[config.mk]
export PLATFORM = sky130hd
export DESIGN_NAME = prbs_gen_param
export DESIGN_NICKNAME = d
export VERILOG_FILES = /design/src/rtl/prbs_gen_param.sv
export SDC_FILE = /design/constraint.sdc
export NUM_CORES = 1
export LEC_CHECK = 0
export BUFFER_PORTS_ARGS = -buffer_cell sky130_fd_sc_hd__buf_2
export CAP_MARGIN = 20
export CORE_UTILIZATION = 40
export CTS_BUF_LIST = sky130_fd_sc_hd__clkbuf_4 sky130_fd_sc_hd__clkbuf_8 sky130_fd_sc_hd__clkbuf_16
export DETAILED_ROUTE_END_ITERATION = 10
export GPL_ROUTABILITY_DRIVEN = 0
export PLACE_DENSITY = 0.75
export SLEW_MARGIN = 15
export SYNTH_ARGS = -nofsm -noshare
export SYNTH_HDL_FRONTEND = slang
export SYNTH_SLANG_ARGS = --single-unit
export TNS_END_PERCENT = 10
[constraint.sdc]
create_clock -name clk -period 2.9 [get_ports clk]
set_input_delay 0.29 -clock clk [delete_from_list [all_inputs] [get_ports clk]]
set_output_delay 0.29 -clock clk [all_outputs]
set_load 0.05 [all_outputs]
[src/rtl/prbs_gen_param.sv]
// Parametrised Galois-LFSR PRBS generator with a valid/ready word output.
// Emits OUT_BITS sequence bits per word, MSB-first; recovers from zero seeds.
module prbs_gen_param #(
    parameter int               WIDTH       = 8,
    parameter logic [WIDTH-1:0] POLY        = 8'h1D,
    parameter logic [WIDTH-1:0] RESET_VALUE = 8'hB4,
    parameter int               OUT_BITS    = 1
) (
    input  logic                clk,
    input  logic                rst,
    input  logic                en,
    input  logic                seed_load,
    input  logic [WIDTH-1:0]    seed_in,
    output logic [OUT_BITS-1:0] out_data,
    output logic                out_valid,
    input  logic                out_ready,
    output logic [WIDTH-1:0]    lfsr_state,
    output logic                lockup_err
);

    logic [WIDTH-1:0]    state_q, state_d;
    logic [OUT_BITS-1:0] data_q, data_d;
    logic                valid_q, valid_d;
    logic                lockup_q, lockup_d;

    logic [WIDTH-1:0]    step_state;
    logic [OUT_BITS-1:0] step_word;
    logic                advance;
    logic                drain;

    // OUT_BITS Galois steps unrolled; the earliest bit lands in the word MSB.
    always_comb begin
        step_state = state_q;
        step_word  = '0;
        for (int i = 0; i < OUT_BITS; i++) begin
            step_word[OUT_BITS-1-i] = step_state[WIDTH-1];
            step_state = {step_state[WIDTH-2:0], 1'b0}
                       ^ (step_state[WIDTH-1] ? POLY : '0);
        end
    end

    assign advance = en & (~valid_q | out_ready);
    assign drain   = ~en & valid_q & out_ready;

    always_comb begin
        state_d  = state_q;
        data_d   = data_q;
        valid_d  = valid_q;
        lockup_d = lockup_q;
        if (seed_load) begin
            // A zero seed would lock the LFSR; substitute the reset value.
            if (seed_in == '0) begin
                state_d  = RESET_VALUE;
                lockup_d = 1'b1;
            end else begin
                state_d  = seed_in;
            end
            valid_d = 1'b0;
        end else if (advance) begin
            state_d = step_state;
            data_d  = step_word;
            valid_d = 1'b1;
        end else if (drain) begin
            valid_d = 1'b0;
        end
    end

    always_ff @(posedge clk or posedge rst) begin
        if (rst) begin
            state_q  <= RESET_VALUE;
            data_q   <= '0;
            valid_q  <= 1'b0;
            lockup_q <= 1'b0;
        end else begin
            state_q  <= state_d;
            data_q   <= data_d;
            valid_q  <= valid_d;
            lockup_q <= lockup_d;
        end
    end

    assign out_data   = data_q;
    assign out_valid  = valid_q;
    assign lfsr_state = state_q;
    assign lockup_err = lockup_q;

endmodule

# == Yosys cells after proc, flatten, opt, wreduce, memory -nomap -nowiden ==
# Cells that the tools add are included.
# word_totals
ff_bits,11
input_bits,13
# op_classes
mux,7
n_bitwise,8
n_reduce_logical,5
# ops
op,count
8-bit two-way mux,3
8-bit logical NOT,1
8-bit by 5-bit XOR with 8-bit output,1
5-bit two-way mux,1
2-bit AND reduction,2
1-bit AND,3
1-bit two-way mux,3
1-bit NOT,3
3-bit nonzero test,1
2-bit nonzero test,1
1-bit bitwise OR,1

# == Depth between registers and ports, before layout ==
# logic_depth
word_depth,6
depth_mapped,4
ltp_nobuf,3

# == Worst setup path before layout ==
# OpenSTA, ideal clock, no wires.
# synth_timing
path_type,reg-to-reg
from,register valid_q (netlist: out_valid)
to,register data_q (netlist: out_data)
t_arrival_ps,1240
setup_slack_ps,1535
stages_incl_launch_ff,5
n_path_buf,1
synth_period_minus_slack_ps,1365
path_cell_list,dfrtp_1 > nand2b_1 > buf_6 > nand3_2 > mux2_4
# synth_between
elab_chain_cells,4
# synth_rtl
item,line_no,source
"start, declared",23,"logic valid_q, valid_d;"
"start signal, assigned",77,valid_q <= valid_d;
1-bit NOT,42,assign advance = en & (~valid_q | out_ready);
1-bit bitwise OR,42,
1-bit AND,42,
2-bit AND reduction (no source line),-,
"end signal, assigned",76,data_q <= data_d;
"end, declared",22,"logic [OUT_BITS-1:0] data_q, data_d;"
# No other way between the ends.
# A chain may end at the register's enable or synchronous reset.

# == Worst setup path after layout ==
# layout_timing
from,register state_q[7] (netlist: lfsr_state[7])
to,output lfsr_state[7]
# layout_lines
item,line_no,source
"start, declared",21,"logic [WIDTH-1:0] state_q, state_d;"
"start signal, assigned",75,state_q <= state_d;
"end, declared",17,"output logic [WIDTH-1:0] lfsr_state,"
# No word-level cell between the ends.

==> impl_metrics.csv <==
group,metric,value,unit
outcome,status,"finished with violations",
outcome,failed_checks,"negative hold slack",
sta,period_minus_slack,1.47,ns
critical_path,crit_type,"reg2out",
critical_path,reg2reg_depth,3,
sta,report.final.setup_viol,0,
placement,dp_slack,1.64,ns
critical_path,cp.arrival,1.18,ns
clock_network,cts_tree,"done",
synthesis,yosys-top-cells-area,"dfrtp_1 28%, dfstp_2 17%, a31oi_1 5.0%",
clock_network,cts_buffers,3,
route,first_pass_iters,3,
clock_network,clkTransAtPathRegs,0.08,ns
global_route,antenna_found_initial,0,
power,internal-power,289,uW
clock_network,clock_sinks,11,
synthesis,synthCells,61,
synthesis,synth_enable_flop_cells,0,
clock_network,cts_post_setup_buffers_inserted,0,
route,via_per_inst,5.58,
clock_network,cts-hold-fix-buffers,0,
critical_path,required,2.61,ns
global_route,grt_pass1_wl,2370,um
synthesis,async_flop_share,100,%
final_layout,instances_no_fill,99,
global_route,grt_usage,22.2,%
critical_path,worst-path-stages,1,
floorplanning,die_x,41.4,um
flow_run,cap_violations,0,
global_route,gr-total-overflow,0,
route,drt_iter0_markers,7,
floorplanning,start_util,45.4,%
final_layout,nets,98,
power,power.leakage,0.353,nW
synthesis,yosysMostFrequentCell,"dfrtp_1",
synthesis,yosysTopAreaCellShare,28.2,%
sta,fmax,681,MHz
route,drc,0,
route,met2_length,713,um
clock_network,root_buffer,"clkbuf_4",
sta,slew_viol_final,0,
clock_network,htreeDepth,1,
synthesis,syn_area,621,um2
synthesis,ys.flop_type,"dfrtp_1",
route,top_layer_used,"met4",
final_layout,area_delta_synth_final,21.2,%
power,powerDensity,634,nW/um2
sta,finalClockSkew,0.00837,ns
sta,setup_ws,1.43,ns
final_layout,post-route-cell-area,752,um2
synthesis,synth_cell_types,27,
critical_path,worstSetupStartpointType,"register",
clock_network,cts_resized,0,
final_layout,fin_util,55.0,%
floorplanning,dieHeight,41.4,um
sta,fin_tns_setup,0,ns
synthesis,synth-seq-area-share,45.2,%
critical_path,cpMaxStageDelayCell,"dfstp_2",
floorplanning,core,1370,um2
power,switching_share,39.4,%
power,netSwitchingPower,188,uW
global_route,grt_max_degree,12,
clock_network,clock_latency,0.27,ns
synthesis,ys_top_cells_by_count,"7 x dfrtp_1, 5 x a31oi_1, 4 x dfstp_2, 4 x o21ai_0",
final_layout,num_antenna_cells,0,
floorplanning,boundaryPins,24,
route,drt-total-wl,1460,um
critical_path,endpoint_kind,"output pin",
synthesis,ys_seq_elements,11,
synthesis,synth_top_area_cell,"dfrtp_1",
placement,dpl.hpwl,1100,um
route,wl_met1,627,um
synthesis,syn_avg_cell_area,10.2,um2
synthesis,synth_warnings,0,
power,ir_drop,0.000347,V
sta,finalHoldWorstSlack,-0.00263,ns
power,power_frac_clock,24.2,%
final_layout,fillCellCount,135,
placement,dpl-instance-area,722,um2
worst_hold_path,hp-class,"in2async",
placement,io_buffer_count,23,
critical_path,slowest_delay,0.62,ns
route,routedWlPerCell,14.8,um
power,p_comb_share,34.0,%
critical_path,path_buf_inv,1,
route,final_antenna_net_count,0,
route,vias,552,
global_route,grt_pass1_vias,533,
route,dr_wl_met3,86,um
critical_path,critical_path.top_delay_family,"flip-flops",
critical_path,cp_max_fo,7,
sta,finalCritPeriodShare,50.6,%
clock_network,cts_max_path_buffers,2,
floorplanning,num_rows,13,
placement,dp.cells,95,
power,seq_power_share,41.8,%
sta,rsz0062_at_grt,"no",
critical_path,path_cells,"buf_2",
synthesis,mappedNetlistNets,74,
final_layout,drive_above_1_share,44.0,%
sta,relSlewSlack,71.7,%
sta,hold_viol,5,
floorplanning,fp.dieArea,1710,um2
sta,tightest_slew,0.424,ns
## logic make-up after synthesis
logic type | Yosys count | share of synthesized area, %
AO/OA/AOI/OAI | 17 | 17.1
XOR/XNOR | 3 | 4.23
buffers and inverters | 8 | 7.86
flip-flops | 11 | 45.2
multiplexers | 3 | 5.64
AND/OR/NAND/NOR | 19 | 20.0
## registers in the layout, indices dropped and copies added (netlist names)
signal	flops
lockup_err	1
lfsr_state	8
out_valid	1
out_data	1
## cell usage in the layout, fill, tap and decap left out, types with 2 or more instances in the layout
cell / Yosys / routed
nor3_1: 2 / 2
a21oi_1: 2 / 2
o2111ai_1: 2 / 2
nand4_1: 2 / 2
nand2_1: 3 / 3
dfstp_2: 4 / 4
buf_2: 2 / 23
nand3_2: 2 / 2
a211oi_1: 2 / 2
nor2_1: 2 / 2
dfrtp_1: 7 / 7
nand3_1: 3 / 3
o21ai_0: 4 / 4
xor2_1: 3 / 3
clkbuf_4: 0 / 4
mux2i_1: 2 / 2
inv_1: 2 / 2
nand2b_1: 2 / 2
a31oi_1: 5 / 5
## per-stage QoR
stage	hold WS (ns)	power, mW
5_1_grt	0.0458	0.506
3_3_place_gp	0.303	0.361
3_5_place_dp	0.307	0.364
2_1_floorplan	0.140	0.325
6_report	-0.00263	0.476
4_1_cts	0.0127	0.481
## power by group through the flow
stage | Sequential [mW] | Clock, mW | Combinational, mW
2_1_floorplan | 0.269 | 0 | 0.0562
3_3_place_gp | 0.200 | 0 | 0.161
3_5_place_dp | 0.202 | 0 | 0.162
4_1_cts | 0.199 | 0.119 | 0.163
5_1_grt | 0.203 | 0.128 | 0.176
6_report | 0.199 | 0.115 | 0.162
## path summary, 6_finish.rpt
kind	startpoint	slack (ns)	end
worst min register to register	lockup_err	0.46	lockup_err
worst min-delay path	rst	-0.003	out_data
max in group asynchronous	rst	2.57	lfsr_state[4]
worst max-delay path	lfsr_state[7]	1.43	lfsr_state[7]
min in group clk	seed_in[3]	0.29	lfsr_state[3]
worst max register to register	out_valid	1.67	out_data
## metal layers
| layer | GRT usage (%) | up-vias |
|---|---|---|
| met5 | 0 | - |
| met4 | 14.5 | 0 |
| met3 | 7.45 | 6 |
| met2 | 34.4 | 19 |
| met1 | 25.9 | 261 |
| li1 | - | 266 |
## layout make-up
| type | count | area (um2) | area share (%) |
|---|---|---|---|
| multi-input combinational | 42 | 292 | 38.8 |
| sequential | 11 | 280 | 37.3 |
| timing repair buffer | 23 | 115 | 15.3 |
| clock buffer | 4 | 30.0 | 3.99 |
| tap | 15 | 18.8 | 2.50 |
| inverter | 4 | 16.3 | 2.16 |
No activity file was read; power rests on OpenSTA's default activity.
